### src/rtl/rate_param_decoder.sv
// ---------------------------------------------------------------------------
// rate_param_decoder
//
// Translates a rate code (802.11a RATE bits or 802.11n MCS) and a PSDU length
// into the parameters the demodulator, deinterleaver and decode-FSM symbol
// counter need. The outputs are a unified rate index, the modulation, the code
// rate, N_DBPS and the number of data OFDM symbols,
// N_SYM = ceil((8*length + 22) / N_DBPS).
// N_SYM comes from a restoring long divider that produces one quotient bit
// per cycle.
//
// Ports
//   clock          system clock
//   reset          synchronous, active-high reset
//   enable         clock enable; 0 freezes the FSM and all state
//   rate[7:0]      bit7=0: legacy, rate[3:0] = RATE bits R4..R1
//                  bit7=1: HT, rate[6:0] = MCS
//   length         PSDU length in bytes
//   input_strobe   request pulse
//   busy           high from the cycle after acceptance through the
//                  output_strobe cycle
//   idx            unified rate index (legacy 0..7, HT HT_IDX_OFFSET+MCS)
//   modulation     0 BPSK, 1 QPSK, 2 16QAM, 3 64QAM
//   code_rate      0 1/2, 1 2/3, 2 3/4, 3 5/6
//   n_dbps         data bits per OFDM symbol
//   n_sym          number of data OFDM symbols
//   is_ht          result belongs to an HT rate
//   invalid        rate code is unsupported
//   output_strobe  one-cycle result-valid pulse
//   drop_strobe    one-cycle pulse after a request was ignored while busy
// ---------------------------------------------------------------------------
module rate_param_decoder #(
    parameter int LEN_WIDTH     = 16,
    parameter int HT_IDX_OFFSET = 8
) (
    input  logic                 clock,
    input  logic                 reset,
    input  logic                 enable,
    input  logic [7:0]           rate,
    input  logic [LEN_WIDTH-1:0] length,
    input  logic                 input_strobe,
    output logic                 busy,
    output logic [7:0]           idx,
    output logic [1:0]           modulation,
    output logic [1:0]           code_rate,
    output logic [8:0]           n_dbps,
    output logic [LEN_WIDTH-1:0] n_sym,
    output logic                 is_ht,
    output logic                 invalid,
    output logic                 output_strobe,
    output logic                 drop_strobe
);

    // The dividend 8*length+22 fits in LEN_WIDTH+4 bits without overflow.
    localparam int DIV_W = LEN_WIDTH + 4;
    localparam int CNT_W = $clog2(DIV_W + 1);

    typedef enum logic [1:0] {
        IDLE,
        LOOKUP,
        DIVIDE,
        DONE
    } state_t;

    state_t state, state_next;

    // Request captured at acceptance.
    logic [7:0]           rate_q;
    logic [LEN_WIDTH-1:0] length_q;

    // Table entry registered in LOOKUP, used by DIVIDE.
    logic [7:0] w_idx;
    logic [1:0] w_mod;
    logic [1:0] w_cr;
    logic [8:0] w_dbps;

    // Divider working state: rq starts as the dividend and the quotient bits
    // shift in from the bottom as the dividend bits leave from the top.
    logic [DIV_W-1:0] rq;
    logic [8:0]       rem_q;
    logic [CNT_W-1:0] cnt;
    logic             drop_q;

    // -----------------------------------------------------------------------
    // Rate table lookup (combinational on the latched rate code)
    // -----------------------------------------------------------------------
    logic       lk_valid;
    logic [7:0] lk_idx;
    logic [1:0] lk_mod;
    logic [1:0] lk_cr;
    logic [8:0] lk_dbps;

    always_comb begin
        // NOTE: every signal gets a default before the case so no path leaves
        // it unassigned, which would otherwise infer a latch.
        lk_valid = 1'b0;
        lk_idx   = 8'd0;
        lk_mod   = 2'd0;
        lk_cr    = 2'd0;
        lk_dbps  = 9'd0;
        if (!rate_q[7]) begin
            // Legacy: R4 must be set; R1..R3 select the entry.
            lk_valid = rate_q[3];
            case (rate_q[2:0])
                3'b011: begin lk_idx = 8'd0; lk_mod = 2'd0; lk_cr = 2'd0; lk_dbps = 9'd24;  end
                3'b111: begin lk_idx = 8'd1; lk_mod = 2'd0; lk_cr = 2'd2; lk_dbps = 9'd36;  end
                3'b010: begin lk_idx = 8'd2; lk_mod = 2'd1; lk_cr = 2'd0; lk_dbps = 9'd48;  end
                3'b110: begin lk_idx = 8'd3; lk_mod = 2'd1; lk_cr = 2'd2; lk_dbps = 9'd72;  end
                3'b001: begin lk_idx = 8'd4; lk_mod = 2'd2; lk_cr = 2'd0; lk_dbps = 9'd96;  end
                3'b101: begin lk_idx = 8'd5; lk_mod = 2'd2; lk_cr = 2'd2; lk_dbps = 9'd144; end
                3'b000: begin lk_idx = 8'd6; lk_mod = 2'd3; lk_cr = 2'd1; lk_dbps = 9'd192; end
                default: begin lk_idx = 8'd7; lk_mod = 2'd3; lk_cr = 2'd2; lk_dbps = 9'd216; end
            endcase
        end else begin
            // HT: only single-stream MCS 0..7 are supported.
            lk_valid = (rate_q[6:3] == 4'd0);
            lk_idx   = 8'(HT_IDX_OFFSET) + {5'd0, rate_q[2:0]};
            case (rate_q[2:0])
                3'd0:    begin lk_mod = 2'd0; lk_cr = 2'd0; lk_dbps = 9'd26;  end
                3'd1:    begin lk_mod = 2'd1; lk_cr = 2'd0; lk_dbps = 9'd52;  end
                3'd2:    begin lk_mod = 2'd1; lk_cr = 2'd2; lk_dbps = 9'd78;  end
                3'd3:    begin lk_mod = 2'd2; lk_cr = 2'd0; lk_dbps = 9'd104; end
                3'd4:    begin lk_mod = 2'd2; lk_cr = 2'd2; lk_dbps = 9'd156; end
                3'd5:    begin lk_mod = 2'd3; lk_cr = 2'd1; lk_dbps = 9'd208; end
                3'd6:    begin lk_mod = 2'd3; lk_cr = 2'd2; lk_dbps = 9'd234; end
                default: begin lk_mod = 2'd3; lk_cr = 2'd3; lk_dbps = 9'd260; end
            endcase
        end
    end

    // -----------------------------------------------------------------------
    // One restoring-division step
    // -----------------------------------------------------------------------
    logic [DIV_W-1:0]     dividend;
    logic [9:0]           trial;
    logic                 fits;
    logic [8:0]           rem_step;
    logic [DIV_W-1:0]     q_step;
    logic [LEN_WIDTH-1:0] n_sym_final;
    logic                 last_div;

    assign dividend = DIV_W'({length_q, 3'b000}) + DIV_W'(22);
    assign trial    = {rem_q, rq[DIV_W-1]};
    assign fits     = (trial >= {1'b0, w_dbps});
    // The remainder stays below the divisor (at most 260), so 9 bits hold it
    // whether or not the subtraction happens.
    assign rem_step = fits ? 9'(trial - {1'b0, w_dbps}) : trial[8:0];
    assign q_step   = {rq[DIV_W-2:0], fits};
    // Round the quotient up when there is a remainder. With n_dbps >= 24 the
    // result always fits in LEN_WIDTH bits.
    assign n_sym_final = q_step[LEN_WIDTH-1:0] + LEN_WIDTH'(rem_step != 9'd0);
    assign last_div    = (cnt == CNT_W'(DIV_W - 1));

    // -----------------------------------------------------------------------
    // FSM
    // -----------------------------------------------------------------------
    always_ff @(posedge clock) begin
        // NOTE: registers are written with non-blocking assignments so every
        // flop samples values from before the edge, regardless of statement order.
        if (reset) state <= IDLE;
        else       state <= state_next;
    end

    always_comb begin
        state_next = state;
        if (enable) begin
            case (state)
                IDLE:    if (input_strobe) state_next = LOOKUP;
                LOOKUP:  state_next = lk_valid ? DIVIDE : DONE;
                DIVIDE:  if (last_div) state_next = DONE;
                default: state_next = IDLE;
            endcase
        end
    end

    // -----------------------------------------------------------------------
    // Datapath and result registers
    // -----------------------------------------------------------------------
    always_ff @(posedge clock) begin
        if (reset) begin
            rate_q     <= '0;
            length_q   <= '0;
            w_idx      <= '0;
            w_mod      <= '0;
            w_cr       <= '0;
            w_dbps     <= '0;
            rq         <= '0;
            rem_q      <= '0;
            cnt        <= '0;
            drop_q     <= 1'b0;
            idx        <= '0;
            modulation <= '0;
            code_rate  <= '0;
            n_dbps     <= '0;
            n_sym      <= '0;
            is_ht      <= 1'b0;
            invalid    <= 1'b0;
        end else begin
            // A request that arrives while a decode is in flight, including
            // its DONE cycle, is reported on the next cycle.
            drop_q <= enable && input_strobe && (state != IDLE);
            if (enable) begin
                case (state)
                    IDLE: begin
                        if (input_strobe) begin
                            rate_q   <= rate;
                            length_q <= length;
                        end
                    end
                    LOOKUP: begin
                        w_idx  <= lk_idx;
                        w_mod  <= lk_mod;
                        w_cr   <= lk_cr;
                        w_dbps <= lk_dbps;
                        rq     <= dividend;
                        rem_q  <= '0;
                        cnt    <= '0;
                        if (!lk_valid) begin
                            // Unsupported code: report it in the next cycle,
                            // echoing the raw code as the index.
                            idx        <= {1'b0, rate_q[6:0]};
                            modulation <= 2'd0;
                            code_rate  <= 2'd0;
                            n_dbps     <= 9'd0;
                            n_sym      <= '0;
                            is_ht      <= rate_q[7];
                            invalid    <= 1'b1;
                        end
                    end
                    DIVIDE: begin
                        rq    <= q_step;
                        rem_q <= rem_step;
                        cnt   <= cnt + CNT_W'(1);
                        if (last_div) begin
                            idx        <= w_idx;
                            modulation <= w_mod;
                            code_rate  <= w_cr;
                            n_dbps     <= w_dbps;
                            n_sym      <= n_sym_final;
                            is_ht      <= rate_q[7];
                            invalid    <= 1'b0;
                        end
                    end
                    default: ;
                endcase
            end
        end
    end

    assign busy          = (state != IDLE);
    assign output_strobe = enable && (state == DONE);
    assign drop_strobe   = enable && drop_q;

endmodule

### config.mk
export PLATFORM = sky130hd
export DESIGN_NAME = rate_param_decoder
export DESIGN_NICKNAME = d
export VERILOG_FILES = /design/src/rtl/rate_param_decoder.sv
export SDC_FILE = /design/constraint.sdc
export NUM_CORES = 1
export LEC_CHECK = 0
export ABC_AREA = 1
export CAP_MARGIN = 20
export CORE_MARGIN = 3
export CORE_UTILIZATION = 49
export DETAILED_ROUTE_END_ITERATION = 10
export DONT_BUFFER_PORTS = 1
export PLACE_DENSITY = 0.67
export SYNTH_ARGS = -nofsm -noshare
export SYNTH_HDL_FRONTEND = slang
export SYNTH_SLANG_ARGS = --single-unit
### constraint.sdc
create_clock -name clock -period 5.3 [get_ports clock]
set_clock_uncertainty 0.2 [all_clocks]
set_input_delay 0 -clock clock [delete_from_list [all_inputs] [get_ports clock]]
set_output_delay 0 -clock clock [all_outputs]
set_load 0.03 [all_outputs]
==> After elaboration in Yosys (flattened, before gate mapping) <==
Index checks and enable logic that the tools add are counted.
{ "word_totals": {"in_bits": 28, "register_bits": 121, "out_inout_bits": 42} }
{ "classes": {"n_eq_ne": 14, "n_lt_le_gt_ge": 1, "mux": 40, "addsub": 5, "n_reduce_logical": 23} }
{ "ops": {"columns": ["cell", "n"], "rows": [
  ["$pmux W9 S7", 1],
  ["$pmux W8 S7", 1],
  ["$pmux W20 S2", 1],
  ["$mux W9", 4],
  ["$pmux W9 S2", 2],
  ["$mux W16", 2],
  ["$pmux W16 S2", 1],
  ["$mux W8", 3],
  ["$pmux W2 S3", 4],
  ["$pmux W3 S7", 1],
  ["$add A19 B5 Y20 const B", 1],
  ["$add A16 B1 Y16", 1],
  ["$pmux W8 S2", 1],
  ["$mux W2", 7],
  ["$eq A3 B3 Y1 const B", 4],
  ["$pmux W2 S2", 3],
  ["$ge A10 B9 Y1", 1],
  ["$pmux W5 S2", 1],
  ["$reduce_or A2 Y1", 5],
  ["$reduce_bool A9 Y1", 1],
  ["$reduce_or A3 Y1", 3],
  ["$sub A9 B9 Y9", 1],
  ["$eq A3 B2 Y1 const B", 2],
  ["$mux W1", 6],
  ["16 further kinds", 26]
]} }

==> Depth between registers and ports, before layout <==
Gate-level depths: netlist of the first run.
{ "depth": {"word_depth": 6, "depth_mapped": 25, "ltp_nobuf": 24} }

==> Worst setup path after synthesis of the first run <==
No wires, ideal clock.
{ "synth_path": {"kind": "register to register", "from": "reg rem_q[0]", "to": "reg n_sym[15]", "path_stages_with_launch": 21, "period_less_slack_ps": 3024, "t_arrival_ps": 2759, "slack_ps": 2276, "setup_time_ps": 65, "n_path_buf": 0, "path_cell_list": "dfxtp_1 inv_1 ha_1 fa_1 o21ai_0 xor2_1 nand2_1 o21ai_0 inv_1 nand2_1 nor2_1 nand2_1 ha_1 nand2_1 nor2_4 nand2_2 nor2_2 nand3_1 xor2_1 o21a_1 nor2_1"} }
{ "synth_between": {"elab_chain_cells": 6, "word_cells_on_any_way": 7} }
{ "synth_lines": {"columns": ["element", "line_no", "text"], "rows": [
  ["start: declaration", "80", "logic [8:0] rem_q;"],
  ["start signal: assignment", "232", "rem_q <= rem_step;"],
  ["$sub A9 B9 Y9 or $ge A10 B9 Y1 (tied branches)", "147, 144", null],
  ["$mux W9", "147", "assign rem_step = fits ? 9'(trial - {1'b0, w_dbps}) : trial[8:0];"],
  ["$reduce_bool A9 Y1", "151", "assign n_sym_final = q_step[LEN_WIDTH-1:0] + LEN_WIDTH'(rem_step != 9'd0);"],
  ["$add A16 B1 Y16 (*)", "151", null],
  ["$mux W16 (*)", "234", "if (last_div) begin"],
  ["$pmux W16 S2 (*)", "203", "case (state)"],
  ["end signal: assignment", "239", "n_sym <= n_sym_final;"],
  ["end: declaration", "47", "output logic [LEN_WIDTH-1:0] n_sym,"]
]} }
Mark *: on every way between the ends. The rest lies on a longest branch, timed or not. The select of a mux whose other input is x is not followed.
A chain may end at the register's enable or synchronous reset.

==> Worst setup path in the final report of the first run <==
{ "layout_path": {"from": "reg rem_q[0]", "to": "reg n_sym[6]"} }
Same word-level chain as after synthesis.

==> results of run 1 <==
-- worst min-delay path by stage --
stage	slack [ps]	cells past startpoint	to	from
floorplan	-80	2	drop_q	input_strobe
global placement	-120	1	n_sym[0]	reset
detailed placement	-120	1	n_sym[6]	reset
CTS	20	3	rq[18]	reset
global route	20	2	drop_strobe	enable
finish	20	2	drop_strobe	enable
-- per-layer routing --
metal,up-vias,GRT usage
met5,-,0
met4,0,0.0863
met3,17,0.0581
met2,160,0.351
met1,2424,0.316
li1,2678,-
-- state kept, by name, summed over array words and instances, names as in the netlist, 4 cells and up --
register / flops
rate_q: 8
w_idx: 4
idx: 7
length_q: 16
rq: 20
n_dbps: 8
w_dbps: 8
n_sym: 16
cnt: 5
rem_q: 9
-- metrics by stage --
stage / hold WS [ps] / total power [mW]
floorplan: -81.7 / 1.24
global placement: -123 / 1.29
detailed placement: -122 / 1.29
finish: 20.3 / 2.58
CTS: 21.6 / 2.59
global route: 22.8 / 2.69
-- power by group through the flow --
stage,Sequential (mW),Clock [mW],Combinational [mW]
3_5_place_dp,0.962,0,0.332
6_report,0.945,1.27,0.367
4_1_cts,0.944,1.28,0.363
3_3_place_gp,0.961,0,0.330
2_1_floorplan,0.947,0,0.295
5_1_grt,0.950,1.32,0.414
-- layout make-up --
| class | instances | area share |
|---|---|---|
| Multi-Input combinational cell | 570 | 0.439 |
| Inverter | 81 | 0.0453 |
| Clock buffer | 22 | 0.0722 |
| Timing Repair Buffer | 33 | 0.0507 |
| Sequential cell | 114 | 0.340 |
| Tap cell | 140 | 0.0261 |
| Clock inverter | 9 | 0.0263 |
-- cells by family after synthesis --
family          Yosys count
buf+inv                 122
compound gates          181
fa+ha+maj                18
simple gates            350
xor+xnor                 19
other cells               1
flops                   114
-- cells in the final DEF (no fill, tap or decap), types with 3 or more instances in the layout --
master           n
dfxtp_1        114
ha_1            17
o211ai_1         4
inv_2            4
dlygate4sd3_1   29
buf_4            3
nand2_1        201
o21ai_0         44
a21oi_1         90
nor3_1           9
inv_1           77
clkbuf_16       17
o21a_1           5
nor2_1          62
o21bai_1         3
xor2_1          17
nand3_1         41
a22oi_1          9
nand2_2          9
nand4_1         10
bufinv_16        5
a31oi_1         14
clkbuf_8         4
-- worst max-delay path, cell delays in order (launching register included) --
cell and delay, ps:
dfxtp_1 360, inv_1 50, ha_1 200, fa_1 420, o21ai_0 320, nand2_1 120, nand3_1 90, nand3_1 100
and2_1 180, nor2_1 100, nand2_1 80, ha_1 190, nand2_1 120, inv_1 70, nand2_1 120, xor2_1 160
nor2_1 70, nand2_1 100, a21oi_1 70, dlygate4sd3_1 560
==> flow_metrics.env, run 1 <==
export IMPL_place_hpwl_um=9650
export IMPL_clk_pin_slew_worst_paths_ps=50
export IMPL_power_switching_uw=682
export IMPL_io_buffers=0
export IMPL_rrSetupSlack_ps=1530
export IMPL_top_layer="met4"
export IMPL_swShare=0.264
export IMPL_synth_compound_area_frac=0.178
export IMPL_die_w_um=114
export IMPL_setup_violations_final=0
export IMPL_pre_cts_slack_ps=1990
export IMPL_wl_met2_um=6370
export IMPL_p_clk_frac=0.492
export IMPL_stdcell_count=969
export IMPL_status="finished, final reports clean"
export IMPL_wl_met3_um=969
export IMPL_nNetsFinal=863
export IMPL_synth_ff_type="dfxtp_1"
export IMPL_utilization=0.603
export IMPL_synth_fa_ha_area_frac=0.0406
export IMPL_drcViolationCount=0
export IMPL_placed_area_um2=5730
export IMPL_p_seq_frac=0.366
export IMPL_min_period_ps=3770
export IMPL_grt_pass1_wl_um=24300
export IMPL_synth_common_cells="nand2_1 (201), dfxtp_1 (114), a21oi_1 (90)"
export IMPL_synth_largest_area_cell="dfxtp_1"
export IMPL_die_h_um=114
export IMPL_initial_core_util=0.516
export IMPL_p_int_mw=1.90
export IMPL_synth_top_area_frac=0.398
export IMPL_wirelength_met1_um=6740
export IMPL_cap_violations=0
export IMPL_area_growth_pct=16.9
export IMPL_r2r_end="n_sym[6]"
export IMPL_yosysMostFrequentCell="nand2_1"
export IMPL_insertion_delay_ps=420
export IMPL_crit_start="rem_q[0]"
export IMPL_dp_cells=908
export IMPL_synth_edff_count=0
export IMPL_ys_ff_latch=114
export IMPL_cts_tree="built"
export IMPL_multi_input_area_um2=2950
export IMPL_synth_area_leaders="dfxtp_1 (40%), nand2_1 (13%), a21oi_1 (7.9%)"
export IMPL_rows=38
export IMPL_fin_crit_sh=0.711
export IMPL_async_flop_share=0
export IMPL_fmax_mhz=265
export IMPL_vias_per_cell=5.45
export IMPL_ys_warn_count=0
export IMPL_cts_root_buffer="clkbuf_16"
export IMPL_critPathMaxFanout=4
export IMPL_syn_inst=805
export IMPL_ys_seq_area_frac=0.398
export IMPL_h_tree_depth=4
export IMPL_synth_area_um2=5740
export IMPL_syn_avg_cell_area_um2=7.13
export IMPL_synthDistinctLibCells=49
export IMPL_nFillCells=1050
export IMPL_rsz0062_at_grt="false"
export IMPL_p_leak_nw=2.61
export IMPL_core_um2=11100
export IMPL_vdd_ir_drop_max_mv=0.216
export IMPL_worst_slew_pin_slew_ps=920
export IMPL_postCtsHoldBufs=30
export IMPL_cts_path_max_buffers=2
export IMPL_io_pins=70
export IMPL_vias=5279
export IMPL_worst_setup_path_end_kind="flip-flop"
export IMPL_worst_setup_path_start_kind="flip-flop"
export IMPL_crit_arrival_ps=3870
export IMPL_layout_drive_gt1_share=0.0736
export IMPL_grt_overflow_total=0
export IMPL_fin_setup_tns_ps=0
export IMPL_r2r_start="rem_q[0]"
export IMPL_dr_pass1_iters=5
export IMPL_detail_route_iter0_violations=430
export IMPL_synth_top_family_by_area="simple AND/OR/NAND/NOR gates"
export IMPL_wl_um=14300
export IMPL_numCtsBuffers=17
export IMPL_r2r_cells=19
export IMPL_gp_congestion=0.921
export IMPL_seq_area_um2=2280
export IMPL_crit_end="n_sym[6]"
export IMPL_comb_power_share=0.142
export IMPL_setup_ws_ps=1530
export IMPL_finalHoldViolCount=0
export IMPL_postRouteAntennaNets=0
export IMPL_cp_required_ps=5400
export IMPL_dieArea_um2=13000
export IMPL_final_area_um2=6710
export IMPL_drt_wirelength_per_cell_um=14.8
export IMPL_finalMaxSlewViolations=0
export IMPL_worstSetupPathType="flip-flop to flip-flop"
export IMPL_yosys_area_share_xor_xnor=0.0290
export IMPL_slew_headroom=0.386
export IMPL_grt_pass1_vias=5074
export IMPL_synth_mux_area_frac=0
export IMPL_cts_sinks=114
export IMPL_synth_simple_area_share=0.265
export IMPL_grt_max_degree=78
export IMPL_cts_resized_gates=0
export IMPL_grt_use_total=0.231
export IMPL_p_per_area_nw_per_um2=385
export IMPL_post_cts_buffers=0
export IMPL_min_path_type="input port to primary output"
export IMPL_antenna_found_initial=1
export IMPL_diodes=0
No activity file was read; power rests on OpenSTA's default activity.
==> run 2, diff against run 1 <==
clock period = 3.8 ns   (was 5.3 ns; I/O delays follow)
==> flow_metrics.env, run 2 (synthesized netlist as in run 1, its figures left out) <==
export IMPL_cpPeakStageDelay_ps=440
export IMPL_cp_slowest_cell="dfxtp_1"
export IMPL_p_leak_nw=2.56
export IMPL_vias_per_cell=5.38
export IMPL_crit_arrival_ps=3540
export IMPL_rsz0062_at_grt="false"
export IMPL_cts_resized_gates=0
export IMPL_cts_root_buffer="clkbuf_16"
export IMPL_crit_end="n_sym[15]"
export IMPL_r2r_cells=20
export IMPL_finalHoldViolCount=0
export IMPL_min_path_type="input port to flip-flop"
export IMPL_p_per_area_nw_per_um2=504
export IMPL_postCtsHoldBufs=28
export IMPL_slew_headroom=0.397
export IMPL_crit_buf_inv=2
export IMPL_fin_setup_tns_ps=0
export IMPL_vdd_ir_drop_max_mv=0.553
export IMPL_mostFrequentLayoutCell="nand2_1"
export IMPL_p_seq_frac=0.396
export IMPL_place_hpwl_um=9880
export IMPL_crit_start="w_dbps[2]"
export IMPL_layout_drive_gt1_share=0.0735
export IMPL_min_period_ps=3390
export IMPL_vias=5215
export IMPL_pre_cts_slack_ps=432
export IMPL_grt_pass1_vias=4905
export IMPL_nNetsFinal=864
export IMPL_initial_core_util=0.516
export IMPL_setup_violations_final=0
export IMPL_wl_met3_um=861
export IMPL_die_h_um=114
export IMPL_detail_route_iter0_violations=391
export IMPL_largest_reg_flops=20
export IMPL_cts_tree="built"
export IMPL_cts_path_max_buffers=2
export IMPL_die_w_um=114
export IMPL_fmax_mhz=295
export IMPL_numCtsBuffers=17
export IMPL_nFillCells=1056
export IMPL_post_cts_buffers=0
export IMPL_wl_met2_um=6260
export IMPL_dp_cells=911
export IMPL_status="finished, final reports clean"
export IMPL_h_tree_depth=4
export IMPL_r2r_end="n_sym[15]"
export IMPL_area_growth_pct=15.1
export IMPL_io_pins=70
export IMPL_postRouteAntennaNets=0
export IMPL_cp_required_ps=3950
export IMPL_worstSetupPathType="flip-flop to flip-flop"
export IMPL_cap_violations=0
export IMPL_p_clk_frac=0.450
export IMPL_comb_power_share=0.154
export IMPL_antenna_found_initial=1
export IMPL_worst_setup_path_start_kind="flip-flop"
export IMPL_crit_chain="inv_1 -> ha_1 -> nand3_1 -> nor2_1 -> a21oi_4 -> nand2_4 -> o21ai_0 -> inv_1 -> nand2_1 -> nor2_1 -> nand2_1 -> ha_1 -> nand2_1 -> nor2_4 -> nand2_2 -> nor2_2 -> nand3_1 -> xor2_1 -> o21a_1 -> nor2_1"
export IMPL_critPathMaxFanout=15
export IMPL_top_layer="met4"
export IMPL_diodes=0
export IMPL_finalMaxSlewViolations=0
export IMPL_drcViolationCount=0
export IMPL_wl_um=14300
export IMPL_io_buffers=0
export IMPL_layout_common_cells="nand2_1 (201), dfxtp_1 (114), a21oi_1 (90)"
export IMPL_setup_ws_ps=413
export IMPL_grt_overflow_total=0
export IMPL_grt_pass1_wl_um=23500
export IMPL_fin_crit_sh=0.891
export IMPL_wirelength_met1_um=6870
export IMPL_rrSetupSlack_ps=410
export IMPL_dieArea_um2=13000
export IMPL_p_int_mw=2.38
export IMPL_worst_slew_pin_slew_ps=904
export IMPL_path_delay_family="simple AND/OR/NAND/NOR gates"
export IMPL_multi_input_area_um2=2950
export IMPL_seq_area_um2=2280
export IMPL_dr_pass1_iters=4
export IMPL_drt_wirelength_per_cell_um=14.7
export IMPL_power_switching_uw=947
export IMPL_swShare=0.285
export IMPL_utilization=0.594
export IMPL_cp_depth=20
export IMPL_worst_setup_path_end_kind="flip-flop"
export IMPL_cts_sinks=114
export IMPL_top_register="rq"
export IMPL_r2r_start="w_dbps[2]"
export IMPL_insertion_delay_ps=420
export IMPL_core_um2=11100
export IMPL_grt_use_total=0.227
export IMPL_largest_registers="rq x20, length_q x16, n_sym x16"
export IMPL_gp_congestion=0.913
export IMPL_stdcell_count=970
export IMPL_rows=38
export IMPL_clk_pin_slew_worst_paths_ps=50
export IMPL_grt_max_degree=78
==> run 2: power groups by stage <==
stage               clock [mW]  sequential (mW)  combinational (mW)
floorplan                    0             1.32               0.412
global placement             0             1.34               0.464
detailed placement           0             1.34               0.470
CTS                       1.52             1.32               0.512
global route              1.58             1.33               0.581
finish                    1.50             1.32               0.513
==> run 2: area by class of cell <==
cell class / instances / area share
repair buffers: 34 / 0.0519
clock buffers: 21 / 0.0667
clock inverters: 10 / 0.0171
flip-flops and latches: 114 / 0.346
inverters: 81 / 0.0460
multi-input cells: 570 / 0.446
well taps: 140 / 0.0265
==> run 2: how the worst min path moves through the flow <==
stage	cells past startpoint	startpoint	endpoint
after floorplan	2	input_strobe	drop_q
after global placement	1	reset	n_sym[0]
after detailed placement	1	reset	n_sym[7]
after CTS	3	reset	rq[18]
after global routing	2	enable	drop_strobe
final	3	reset	rq[18]
==> run 2: worst register-to-register path, cell delays in order, from the launching register on <==
cell and delay (ps):
dfxtp_1 440, inv_1 80, ha_1 330, nand3_1 120, nor2_1 90, a21oi_4 230
nand2_4 170, o21ai_0 250, inv_1 70, nand2_1 60, nor2_1 40, nand2_1 80
ha_1 190, nand2_1 100, nor2_4 160, nand2_2 90, nor2_2 120, nand3_1 90
xor2_1 160, o21a_1 180, nor2_1 80
==> run 2: metal layers <==
metal,vias to the layer above,GRT usage
met5,-,0
met4,0,0.0982
met3,23,0.0624
met2,124,0.340
met1,2397,0.308
li1,2671,-
==> run 2: through the flow <==
stage          total power [mW]  instance area (um^2)  hold slack (ps)
6_report                   3.33                  6600             19.3
5_1_grt                    3.49                  6600             36.1
4_1_cts                    3.35                  6600             5.79
3_5_place_dp               1.81                  5750             -121
3_3_place_gp               1.80                  5750             -123
2_1_floorplan              1.73                  5740            -81.7
